$ cat src/rtl/serial_adder_pkg.sv
// Shared types and helpers for the bit-serial adder/subtractor.
// Holds the FSM encoding, counter-width derivation and signed-overflow rule.
package serial_adder_pkg;

  typedef enum logic [1:0] {
    IDLE = 2'd0,
    RUN  = 2'd1,
    DONE = 2'd2
  } state_e;

  localparam int SA_DEFAULT_WIDTH = 8;

  // Counter must hold 0..WIDTH, so it needs clog2(WIDTH+1) bits.
  function automatic int cnt_width(input int width);
    return $clog2(width + 1);
  endfunction

  localparam int SA_DEFAULT_CNT_W = cnt_width(SA_DEFAULT_WIDTH);

  // Two's-complement overflow: carry into the sign bit differs from carry out of it.
  function automatic logic signed_overflow(input logic carry_in_msb, input logic carry_out);
    return carry_in_msb ^ carry_out;
  endfunction

endpackage

$ cat src/rtl/serial_adder_full_adder_bit.sv
// Single-bit full adder built from two half-adder stages plus an OR of their carries.
// Purely combinational; reusable wherever a one-bit add cell is needed.
module full_adder_bit (
  input  logic a,
  input  logic b,
  input  logic cin,
  output logic s,
  output logic c
);

  logic ha0_s;
  logic ha0_c;
  logic ha1_c;

  assign ha0_s = a ^ b;
  assign ha0_c = a & b;
  assign s     = ha0_s ^ cin;
  assign ha1_c = ha0_s & cin;
  assign c     = ha0_c | ha1_c;

endmodule

$ cat src/rtl/serial_adder.sv
// Bit-serial adder/subtractor: one full-adder cell processes one bit per clock, LSB first.
// Operands enter on an in_valid/in_ready handshake; results leave on out_valid/out_ready.
module serial_adder
  import serial_adder_pkg::*;
#(
  parameter int WIDTH = SA_DEFAULT_WIDTH
) (
  input  logic             clk,
  input  logic             rst,
  input  logic             in_valid,
  output logic             in_ready,
  input  logic [WIDTH-1:0] a,
  input  logic [WIDTH-1:0] b,
  input  logic             cin,
  input  logic             sub,
  output logic             out_valid,
  input  logic             out_ready,
  output logic [WIDTH-1:0] sum,
  output logic             cout,
  output logic             overflow
);

  localparam int CNT_W = cnt_width(WIDTH);
  localparam logic [CNT_W-1:0] LAST_BIT = CNT_W'(WIDTH - 1);

  // Handshakes: a transfer occurs on a rising edge where valid and ready are both 1;
  // in_ready is high only in IDLE, out_valid only in DONE, and the result holds until taken.
  state_e           state_q, state_d;
  logic [WIDTH-1:0] opa_q, opa_d;
  logic [WIDTH-1:0] opb_q, opb_d;
  logic [WIDTH-1:0] sum_q, sum_d;
  logic             carry_q, carry_d;
  logic [CNT_W-1:0] cnt_q, cnt_d;
  logic             cout_q, cout_d;
  logic             ovf_q, ovf_d;

  logic fa_s;
  logic fa_c;

  full_adder_bit u_fa (
    .a   (opa_q[0]),
    .b   (opb_q[0]),
    .cin (carry_q),
    .s   (fa_s),
    .c   (fa_c)
  );

  always_ff @(posedge clk or posedge rst) begin
    if (rst) begin
      state_q <= IDLE;
      opa_q   <= '0;
      opb_q   <= '0;
      sum_q   <= '0;
      carry_q <= 1'b0;
      cnt_q   <= '0;
      cout_q  <= 1'b0;
      ovf_q   <= 1'b0;
    end else begin
      state_q <= state_d;
      opa_q   <= opa_d;
      opb_q   <= opb_d;
      sum_q   <= sum_d;
      carry_q <= carry_d;
      cnt_q   <= cnt_d;
      cout_q  <= cout_d;
      ovf_q   <= ovf_d;
    end
  end

  always_comb begin
    state_d = state_q;
    opa_d   = opa_q;
    opb_d   = opb_q;
    sum_d   = sum_q;
    carry_d = carry_q;
    cnt_d   = cnt_q;
    cout_d  = cout_q;
    ovf_d   = ovf_q;
    unique case (state_q)
      IDLE: begin
        if (in_valid) begin
          // Subtraction is A + ~B + 1, so the inverted B and forced carry-in do the work.
          opa_d   = a;
          opb_d   = sub ? ~b : b;
          carry_d = sub ? 1'b1 : cin;
          cnt_d   = '0;
          state_d = RUN;
        end
      end
      RUN: begin
        opa_d   = opa_q >> 1;
        opb_d   = opb_q >> 1;
        sum_d   = {fa_s, sum_q[WIDTH-1:1]};
        carry_d = fa_c;
        cnt_d   = cnt_q + 1'b1;
        if (cnt_q == LAST_BIT) begin
          cout_d  = fa_c;
          ovf_d   = signed_overflow(carry_q, fa_c);
          state_d = DONE;
        end
      end
      DONE: begin
        if (out_ready) begin
          state_d = IDLE;
        end
      end
      default: begin
        state_d = IDLE;
      end
    endcase
  end

  assign in_ready  = (state_q == IDLE);
  assign out_valid = (state_q == DONE);
  assign sum       = sum_q;
  assign cout      = cout_q;
  assign overflow  = ovf_q;

endmodule
$ cat config.mk
export PLATFORM = sky130hd
export DESIGN_NAME = serial_adder
export DESIGN_NICKNAME = d
export VERILOG_FILES = /design/src/rtl/serial_adder_pkg.sv /design/src/rtl/serial_adder_full_adder_bit.sv /design/src/rtl/serial_adder.sv
export SDC_FILE = /design/constraint.sdc
export NUM_CORES = 1
export LEC_CHECK = 0
export ABC_AREA = 1
export CAP_MARGIN = 20
export CORE_ASPECT_RATIO = 1.4
export CORE_MARGIN = 2
export CORE_UTILIZATION = 50
export CTS_CLUSTER_DIAMETER = 150
export DETAILED_ROUTE_END_ITERATION = 8
export GPL_ROUTABILITY_DRIVEN = 1
export PLACE_DENSITY = 0.79
export SYNTH_ARGS = -nofsm -noshare
export SYNTH_HDL_FRONTEND = slang
export SYNTH_SLANG_ARGS = --single-unit
export TNS_END_PERCENT = 30
$ cat constraint.sdc
create_clock -name clk -period 1.35 [get_ports clk]
set_input_delay 0.27 -clock clk [delete_from_list [all_inputs] [get_ports clk]]
set_output_delay 0.27 -clock clk [all_outputs]
set_load 0.005 [all_outputs]
# Word-level counts from Yosys, hierarchy flattened
# Cells that the tools add are included.
[op_classes] muxes=14 bitwise=7 eq_ne=6 n_reduce_logical=5 n_addsub=1
[op_table] operator="$pmux W8 S2" n=2
[op_table] operator="$mux W8" n=3
[op_table] operator="$not A8 Y8" n=1
[op_table] operator="$pmux W4 S2" n=1
[op_table] operator="$mux W2" n=3
[op_table] operator="$pmux W2 S3" n=1
[op_table] operator="$add A4 B1 Y4 const B" n=1
[op_table] operator="$eq A4 B3 Y1 const B" n=1
[op_table] operator="$mux W4" n=1
[op_table] operator="$ne A2 B2 Y1 const B" n=2
[op_table] operator="$reduce_and A2 Y1" n=2
[op_table] operator="$reduce_and A3 Y1" n=1
[op_table] operator="$xor A1 B1 Y1" n=3
[op_table] operator="$and A1 B1 Y1" n=2
[op_table] operator="$eq A2 B1 Y1 const B" n=1
[op_table] operator="$eq A2 B2 Y1 const B" n=1
[op_table] operator="$logic_not A2 Y1" n=1
[op_table] operator="$mux W1" n=2
[op_table] operator="$ne A2 B1 Y1 const B" n=1
[op_table] operator="$pmux W1 S2" n=1
[op_table] operator="$reduce_bool A2 Y1" n=1
[op_table] operator="$or A1 B1 Y1" n=1
[totals] reg_bits=33 inputBits=22 word_cells=41 out_inout_bits=12

# Depth between registers and ports, before layout
# Gate-level depths: netlist of the first run.
[logic_depth] ltp_word=4 mapped_depth=6 ltp_nobuf=6

# Cells and area by module
# A second synthesis of the first run with hierarchy kept.
[unflattened] cells_unflattened=206 area_unflattened_um2=1604.0
[modules_own_cells] mod="serial_adder" cells_each=205 area_per_inst_um2=1584.0 seq_area_each_um2=825.8 n_inst=1
[modules_own_cells] mod="full_adder_bit" cells_each=1 area_per_inst_um2=20.0 seq_area_each_um2=0.0 n_inst=1

# Worst setup path before layout of the first run
# OpenSTA, ideal clock, no wires.
[synth_path] kind="register to register" from="register carry_q" to="register ovf_q (netlist: overflow)" path_buffers=0 setup_time_ps=116 arrival_ps=1129 stages_incl_launch_ff=5 required_time_ps=1234 period_less_slack_ps=1246 setup_slack_ps=104 cell_sequence="dfrtp_1 fa_1 xor2_1 nand2_1 nand2_1"
[synth_between] elab_chain_len=3
[synth_rtl] item="from (decl)" line="serial_adder.sv:32" text="logic carry_q, carry_d;"
[synth_rtl] item="from (signal assigned)" line="serial_adder.sv:63" text="carry_q <= carry_d;"
[synth_rtl] item="$and A1 B1 Y1" line="serial_adder_full_adder_bit.sv:18" text="assign ha1_c = ha0_s & cin;"
[synth_rtl] item="$or A1 B1 Y1" line="serial_adder_full_adder_bit.sv:19" text="assign c = ha0_c | ha1_c;"
[synth_rtl] item="via fa_c" line="serial_adder.sv:38" text="logic fa_c;"
[synth_rtl] item="$xor A1 B1 Y1" line="serial_adder_pkg.sv:22" text="return carry_in_msb ^ carry_out;"
[synth_rtl] item="to (signal assigned)" line="serial_adder.sv:66" text="ovf_q <= ovf_d;"
[synth_rtl] item="to (decl)" line="serial_adder.sv:35" text="logic ovf_q, ovf_d;"
# The timed path passes the listed nets, and every way through them passes these cells.
# A chain may end at the register's enable or synchronous reset.

# Worst setup path after layout of the first run
[layout_path] from="register state_q[0]" to="output port out_valid"
[layout_between] elab_chain_len=1
[layout_rtl] item="from (decl)" line="serial_adder.sv:28" text="state_e state_q, state_d;"
[layout_rtl] item="from (signal assigned)" line="serial_adder.sv:59" text="state_q <= state_d;"
[layout_rtl] item="$eq A2 B2 Y1" line="serial_adder.sv:114" text="assign out_valid = (state_q == DONE);"
[layout_rtl] item="to (decl)" line="serial_adder.sv:16" text="output logic out_valid,"
# No other way between the ends.

==> results of run 1 <==
per-layer routing:
metal | wire, µm | share of wire (%)
met3 | 158 | 4.2
met2 | 2060 | 54
met5 | 0 | 0
met1 | 1490 | 39
met4 | 85 | 2.2
through the flow:
stage	instance area, µm²	setup TNS, ns	utilization, %	setup slack [ns]	hold WS (ns)
finish	2250	0	72.9	0.0237	0.320
global route	2250	-0.00926	72.9	-0.00385	0.340
CTS	2230	0	72.2	0.0175	0.327
detailed placement	2090	-0.0553	67.5	-0.0204	0.476
global placement	2090	-0.00967	67.5	-0.00967	0.463
floorplan	1600	0	-	0.104	0.367
final timing paths:
check / start / end / slack (ns) / depth (start not counted)
worst max-delay path: state_q[0] / out_valid / 0.02 / 3
worst min-delay path: rst / sum[0] / 0.32 / 3
worst max register to register: carry_q / overflow / 0.05 / 4
worst min register to register: overflow / overflow / 0.49 / 2
max in group asynchronous: rst / cnt_q[3] / 0.85 / 3
min in group clk: overflow / overflow / 0.49 / 2
sequential cells by signal, summed over array words and instances (netlist names):
signal	flops
opa_q	8
state_q	2
cnt_q	4
overflow	1
opb_q	8
sum	8
cout	1
carry_q	1
power groups by stage:
stage          clock network (mW)  registers, mW  logic (mW)
6_report                    0.726           1.66        2.01
4_1_cts                     0.752           1.65        1.97
3_3_place_gp                    0           1.68        1.79
2_1_floorplan                   0           1.65        1.04
5_1_grt                     0.778           1.70        2.25
3_5_place_dp                    0           1.69        1.85
critical path: cells and delay by family, from the launching register on:
family                 cells  cell delay, ns
buffers and inverters      2            0.25
DFF                        1            0.42
and+or+nand+nor            1            0.09
cells in the mapped netlist:
master / number / area share, %
fa_1: 1 / 1.2
inv_1: 15 / 3.5
nand2_1: 84 / 20
nor2_1: 6 / 1.4
nor2_2: 1 / 0.39
nand3_1: 45 / 14
a21oi_1: 1 / 0.31
o31ai_1: 1 / 0.47
o21ai_0: 5 / 1.6
buf_4: 1 / 0.47
nand4_1: 1 / 0.39
ha_1: 1 / 0.78
buf_2: 8 / 2.5
nor2_4: 1 / 0.70
xor2_1: 1 / 0.55
dfrtp_1: 33 / 51
xnor2_1: 1 / 0.55
cell type report:
class | count | area (µm²) | area share [%]
clock buffers | 5 | 68.8 | 3.05
inverters | 15 | 56.3 | 2.50
well taps | 39 | 48.8 | 2.17
flip-flops and latches | 33 | 826 | 36.6
repair buffers | 59 | 539 | 23.9
clock inverters | 3 | 17.5 | 0.777
multi-input cells | 149 | 697 | 30.9
kinds of logic (layout without fill, tap and decap cells):
| family | after synthesis | after routing | share of synthesized area [%] |
|---|---|---|---|
| buffers and inverters | 24 | 82 | 6.47 |
| adder cells (fa/ha/maj) | 2 | 2 | 2.03 |
| flip-flops | 33 | 33 | 51.5 |
| AO/OA/AOI/OAI | 7 | 7 | 2.34 |
| AND/OR/NAND/NOR | 138 | 138 | 36.6 |
| XOR/XNOR | 2 | 2 | 1.09 |
what timing repair did:
action / CTS / global route
setup buffers: 9 / 0
cloned: 0 / 0
setup endpoints to repair: 12 / 16
gates resized for setup: 22 / 8
pin swaps: 1 / 0
==> flow_metrics.py, run 1 <==
metrics = {
    "floorplan": {
        "die_h_um": 71.0,
        "core_area_um2": 3090,
        "ioPinCount": 34,
        "die_x_um": 51.9,
        "start_util_pct": 51.9,
        "die_area_um2": 3680,
        "rows": 24,
    },
    "sta": {
        "finalHoldViolCount": 0,
        "period_minus_slack_ns": 1.33,
        "setup_viol": 0,
        "rsz0062_at_grt": "yes",
        "fmax_mhz": 754,
        "maxSlewHeadroom_pct": 85.5,
        "skew_ns": 0.00594,
        "tightest_slew_ns": 0.215,
        "slew_violations": 0,
        "min_period_over_period_pct": 98.2,
    },
    "critical_path": {
        "crit_path_max_incr_delay_ns": 0.42,
        "slowest_stage": "dfrtp_1",
        "cp-end-kind": "primary output",
        "cp.required_ns": 1.08,
        "worstPathArrival_ns": 1.06,
        "cp_cell_sequence": "buf_6, nor2_4, buf_2",
        "path_class": "register to primary output",
        "path_max_fanout": 3,
        "start_kind": "register",
    },
    "power": {
        "switchingPower_mw": 1.69,
        "irDropWorstVdd_v": 0.00114,
        "p_int_mw": 2.70,
        "pwr-share-comb_pct": 45.8,
        "switching_share_pct": 38.5,
        "p_leak_nw": 1.20,
        "p_clk_share_pct": 16.5,
        "power.density_nw_per_um2": 1950,
        "p_seq_share_pct": 37.7,
        "power.total_mw": 4.39,
    },
    "route": {
        "wl_per_cell_um": 12.5,
        "num_vias": 1548,
        "wl_mm": 3.80,
        "first_pass_iters": 4,
        "vias_per_cell": 5.11,
        "drc_errors": 0,
        "drtAntennaViolNets": 0,
        "drt_iter0_drc": 67,
    },
    "clock_tree": {
        "cts.clk_slew.worst_paths_ns": 0.07,
        "cts_buffers": 5,
        "clock_latency_ns": 0.29,
        "cts.sinks": 33,
        "cts_hold_buf": 0,
        "cts_tree": "built",
        "cts_buffer_depth": 2,
        "root_buffer": "clkbuf_8",
        "htreeDepth": 2,
    },
    "yosys": {
        "syn-cell-area_um2": 1600,
        "synth.avg_cell_area_um2": 7.79,
        "ys_seq_area_share_pct": 51.5,
        "ys_ff_latch": 33,
        "ys_types": 17,
        "ys_warn_count": 0,
        "syn_nets": 230,
        "syn_inst": 206,
    },
    "global_routing": {
        "busiest_layer": "met2",
        "grt_util_met1_pct": 25.0,
        "gr-usage-met2_pct": 43.3,
        "grt.total_usage_pct": 23.9,
        "antenna_found_initial": 0,
        "grt_pass1_vias": 1544,
        "grt_pass1_wl_mm": 6.49,
        "grt_max_degree": 34,
        "gr-total-overflow": 0,
        "grt_use_met3_pct": 5.27,
    },
    "run_status": {
        "status": "finished clean",
    },
    "layout": {
        "layout_commonest_cell": "nand2_1",
        "antenna_cells": 0,
        "layoutNonFillerInstCount": 303,
        "n_fill_cell": 253,
        "syn2layout_area_growth_pct": 40.5,
        "drive_above_1_share_pct": 16.3,
        "layout_common_cells": "82 x nand2_1, 45 x nand3_1, 33 x dfrtp_1",
        "final_net_count": 287,
    },
    "placed_design": {
        "numPortBuffers": 33,
        "place.gp.congestion": 0.772,
        "dp_hpwl_mm": 2.63,
        "placedCellCount": 286,
    },
    "job": {
        "max_cap_violations": 0,
    },
    "hold_path": {
        "hold_path.class": "input port to async pin",
    },
}
Power figures use the tool's default switching activity.
==> run 2: changes to the inputs <==
- CORE_UTILIZATION: 50 -> 54
- PLACE_DENSITY: 0.79 -> 0.84
- clock period: 1.35 -> 1.6 ns (I/O delays scaled with it)
==> run 2 against run 1 <==
- critical path depth is 2 lower
- clock-buffer cell count is 2 higher
- cell area is 5.9% lower
- sequential share of layout area is 2.4 points higher
- worst setup slack better by 0.080 ns
- cell count is 5.9% lower
==> flow_metrics.py, run 2 (synthesized netlist as in run 1, its figures left out) <==
metrics = {
    "sta": {
        "setup_viol": 0,
        "tns_ns": 0,
        "tightest_slew_ns": 0.417,
        "skew_ns": 0.00650,
        "rsz0062_at_grt": "no",
        "finalHoldViolCount": 0,
        "slew_violations": 0,
        "period_minus_slack_ns": 1.50,
        "fmax_mhz": 668,
        "min_period_over_period_pct": 93.5,
        "maxSlewHeadroom_pct": 72.2,
    },
    "critical_path": {
        "crit_family": "buffers and inverters",
        "start_kind": "register",
        "cp-end-kind": "primary output",
        "slowest_stage": "clkdlybuf4s50_1",
        "path_max_fanout": 3,
        "path_buf_inv": 1,
        "cp_cell_sequence": "clkdlybuf4s50_1",
        "cp.required_ns": 1.28,
        "r2r-start": "carry_q",
        "worstPathArrival_ns": 1.18,
        "path_class": "register to primary output",
        "crit_path_max_incr_delay_ns": 0.51,
        "critPathLaunch": "sum[4]",
    },
    "clock_tree": {
        "htreeDepth": 2,
        "cts.sinks": 33,
        "cts_buffers": 5,
        "root_buffer": "clkbuf_8",
        "cts_tree": "built",
        "clock_latency_ns": 0.28,
        "cts_buffer_depth": 2,
        "cts.clk_slew.worst_paths_ns": 0.07,
    },
    "layout": {
        "syn2layout_area_growth_pct": 32.1,
        "drive_above_1_share_pct": 8.87,
        "layout_commonest_cell": "nand2_1",
        "antenna_cells": 0,
        "layoutNonFillerInstCount": 285,
        "final_net_count": 272,
        "layout_common_cells": "84 x nand2_1, 45 x nand3_1, 31 x dfrtp_1, 31 x clkdlybuf4s50_1, 14 x inv_1",
    },
    "route": {
        "first_pass_iters": 5,
        "drtAntennaViolNets": 0,
        "vias_per_cell": 5.36,
        "wl_mm": 3.72,
        "wl_per_cell_um": 13.1,
        "drt_iter0_drc": 33,
        "drc_errors": 0,
        "num_vias": 1528,
    },
    "global_routing": {
        "grt_pass1_vias": 1494,
        "grt_pass1_wl_mm": 6.63,
        "gr-total-overflow": 0,
        "antenna_found_initial": 0,
        "grt_max_degree": 34,
        "grt.total_usage_pct": 26.1,
    },
    "floorplan": {
        "core_area_um2": 2850,
        "die_x_um": 50.1,
        "ioPinCount": 34,
        "start_util_pct": 56.3,
        "rows": 23,
        "die_area_um2": 3430,
        "die_h_um": 68.5,
    },
    "placed_design": {
        "numPortBuffers": 33,
        "place.gp.congestion": 0.777,
        "dp_hpwl_mm": 2.58,
        "placedCellCount": 276,
    },
    "power": {
        "irDropWorstVdd_v": 0.00101,
        "power.density_nw_per_um2": 1680,
        "p_leak_nw": 1.09,
    },
    "job": {
        "max_cap_violations": 0,
    },
    "hold_path": {
        "hold_path.class": "input port to async pin",
    },
    "run_status": {
        "status": "finished clean",
    },
}
## run 2: changes by cell type in the layout (fill, tap and decap cells not counted), moves of 3 or more
cell             delta
buf_4              -11
clkdlybuf4s50_1    +10
dlygate4sd2_1       -8
buf_6               -3
## run 2: final cells by class
type	count	area [µm²]
Clock buffer	7	86.3
Fill cell	201	729
Inverter	15	56.3
Multi-Input combinational cell	149	679
Sequential cell	33	828
Tap cell	37	46.3
Timing Repair Buffer	44	423
## run 2: final timing paths
kind                         endpoint  slack, ns  cells after the start
setup / recovery               sum[4]       0.10                      1
hold / removal                 sum[2]       0.42                      3
setup reg to reg             overflow       0.29                      4
hold reg to reg                  cout       0.48                      2
max in group asynchronous  state_q[0]       0.85                      3
min in group clk                 cout       0.48                      2
## run 2: power by group
| group | internal [mW] | switching, mW | total [mW] |
|---|---|---|---|
| sequential | 1.18 | 0.263 | 1.44 |
| clock | 0.341 | 0.282 | 0.623 |
| combinational | 0.702 | 0.798 | 1.50 |
| total | 2.22 | 1.34 | 3.56 |
## run 2: per-layer routing
metal	share of wire (%)	wire, µm	vias to the layer above	track usage [%]
met3	4.3	159	9	3.93
met4	2.4	89	0	13.2
li1	-	-	736	-
met2	56	2100	52	45.9
met5	0	0	-	0
met1	37	1370	731	31.1
## run 2: per-stage QoR
| step | setup WS, ns | total power, mW | hold slack (ns) | utilization [%] | cell area (µm²) |
|---|---|---|---|---|---|
| global route | 0.0596 | 3.85 | 0.478 | 74.4 | 2120 |
| floorplan | 0.354 | 2.27 | 0.417 | - | 1600 |
| global placement | 0.154 | 2.84 | 0.462 | 70.7 | 2010 |
| CTS | 0.0983 | 3.56 | 0.442 | 74.4 | 2120 |
| finish | 0.103 | 3.56 | 0.420 | 74.4 | 2120 |
| detailed placement | 0.138 | 2.89 | 0.468 | 70.7 | 2010 |
## run 2: repair_timing
| item | CTS | global route |
|---|---|---|
| hold buffers | 0 | 0 |
| buffers inserted | 2 | 0 |
| setup endpoints to repair | 2 | 0 |
| resized for setup | 6 | 0 |
==> run 3: changes to the inputs <==
- CAP_MARGIN: 20 -> not set
- MAX_ROUTING_LAYER: not set -> met4
- RECOVER_POWER: not set -> 25
==> run 3 against run 2 <==
- clock skew barely moved
- worst setup slack improved by 0.0044 ns
- power fell by 0.16%
- global-route usage rose by 0.81 points
- critical path depth did not move
- fmax rose by 0.29%
- first-iteration DRC count fell by 21%
- wire length barely moved
- clock-buffer cell count did not move
- clock power barely moved
- via count fell by 0.39%
- largest cell class unchanged
- largest power group unchanged
- highest routed layer unchanged
==> flow_metrics.py, run 3 (synthesized netlist as in run 1, its figures left out) <==
metrics = {
    "run_status": {
        "status": "finished clean",
    },
    "critical_path": {
        "start_kind": "register",
        "path_max_fanout": 3,
        "r2r_slack_ns": 0.28,
        "crit_family": "buffers and inverters",
        "crit_path_max_incr_delay_ns": 0.51,
        "r2r-start": "carry_q",
        "reg2reg_depth": 4,
        "r2r-end": "overflow",
        "slowest_stage": "clkdlybuf4s50_1",
        "path_buf_inv": 1,
        "cp.required_ns": 1.28,
        "cp_cell_sequence": "clkdlybuf4s50_1",
        "cp-end-kind": "primary output",
        "worstPathArrival_ns": 1.17,
        "path_class": "register to primary output",
    },
    "layout": {
        "layout_common_cells": "84 x nand2_1, 45 x nand3_1, 31 x dfrtp_1",
        "syn2layout_area_growth_pct": 32.0,
        "drive_above_1_share_pct": 8.87,
        "antenna_cells": 0,
        "final_net_count": 272,
        "fin_util_pct": 74.3,
        "layout_commonest_cell": "nand2_1",
    },
    "global_routing": {
        "grt_pass1_wl_mm": 6.64,
        "grt.total_usage_pct": 27.0,
        "antenna_found_initial": 0,
        "grt_max_degree": 34,
        "gr-total-overflow": 0,
        "grt_pass1_vias": 1494,
    },
    "route": {
        "vias_per_cell": 5.34,
        "wl_mm": 3.72,
        "drt_iter0_drc": 26,
        "first_pass_iters": 4,
        "num_vias": 1522,
        "drtAntennaViolNets": 0,
        "drc_errors": 0,
        "wl_per_cell_um": 13.1,
    },
    "floorplan": {
        "core_area_um2": 2850,
        "die_area_um2": 3430,
        "die_x_um": 50.1,
        "rows": 23,
        "start_util_pct": 56.3,
        "ioPinCount": 34,
        "die_h_um": 68.5,
    },
    "sta": {
        "tightest_slew_ns": 0.808,
        "period_minus_slack_ns": 1.49,
        "fmax_mhz": 670,
        "setup_viol": 0,
        "whs_ns": 0.478,
        "maxSlewHeadroom_pct": 46.2,
        "tns_ns": 0,
        "skew_ns": 0.00689,
        "setup_slack_ns": 0.108,
        "slew_violations": 0,
        "min_period_over_period_pct": 93.3,
        "rsz0062_at_grt": "no",
        "finalHoldViolCount": 0,
    },
    "placed_design": {
        "numPortBuffers": 33,
        "dp_hpwl_mm": 2.58,
        "place.gp.congestion": 0.788,
        "post-place-ws_ns": 0.138,
    },
    "clock_tree": {
        "htreeDepth": 2,
        "clock_latency_ns": 0.28,
        "root_buffer": "clkbuf_8",
        "cts_buffers": 5,
        "cts.clk_slew.worst_paths_ns": 0.07,
        "cts.sinks": 33,
        "cts_buffer_depth": 2,
        "cts_tree": "built",
    },
    "hold_path": {
        "hold_path.class": "register to register",
        "hold_path_end": "cout",
        "hold_path_startpoint": "cout",
        "hold_depth": 2,
    },
    "power": {
        "power.density_nw_per_um2": 1680,
        "irDropWorstVdd_v": 0.00100,
        "p_leak_nw": 1.09,
        "power.total_mw": 3.56,
    },
    "job": {
        "max_cap_violations": 0,
    },
}
==> run 3: timing repair <==
action,in CTS,in global routing
hold buffers,0,0
buffers inserted,2,0
gates resized for setup,6,0
endpoints found under the setup margin,2,0
==> run 3: report_power, final <==
group | internal [mW] | switching, mW
combinational | 0.701 | 0.797
sequential | 1.18 | 0.262
clock | 0.341 | 0.280
==> run 3: worst max-delay path by stage <==
stage / from / endpoint / slack [ns] / depth (start not counted)
finish: sum[4] / sum[4] / 0.11 / 1
floorplan: carry_q / overflow / 0.35 / 4
CTS: sum[6] / sum[6] / 0.1 / 1
global placement: state_q[1] / out_valid / 0.15 / 3
detailed placement: state_q[1] / out_valid / 0.14 / 3
global route: sum[4] / sum[4] / 0.05 / 1
==> run 3: worst register-to-register path: stages, from the launching register on <==
cell and delay (ns):
dfrtp_1 0.42, fa_1 0.49, xor2_1 0.18, nand2_1 0.07, nand2_1 0.05
==> run 3: stage by stage <==
step	cells	cell area, µm²
2_1_floorplan	206	1600
3_3_place_gp	276	2010
3_5_place_dp	276	2010
4_1_cts	285	2120
5_1_grt	285	2120
6_report	285	2120
==> run 3: final cells by class <==
cell class / count / area [µm²]
flip-flops and latches: 33 / 828
repair buffers: 44 / 420
well taps: 37 / 46.3
inverters: 15 / 56.3
multi-input cells: 149 / 679
clock buffers: 7 / 86.3
fillers: 202 / 732
==> run 3: metal layers <==
layer	share of wire, %	wire, µm	GRT usage [%]
met1	36	1350	31.1
met2	57	2120	46.1
met3	4.6	173	3.93
met4	2.1	78	13.2
met5	0	0	-
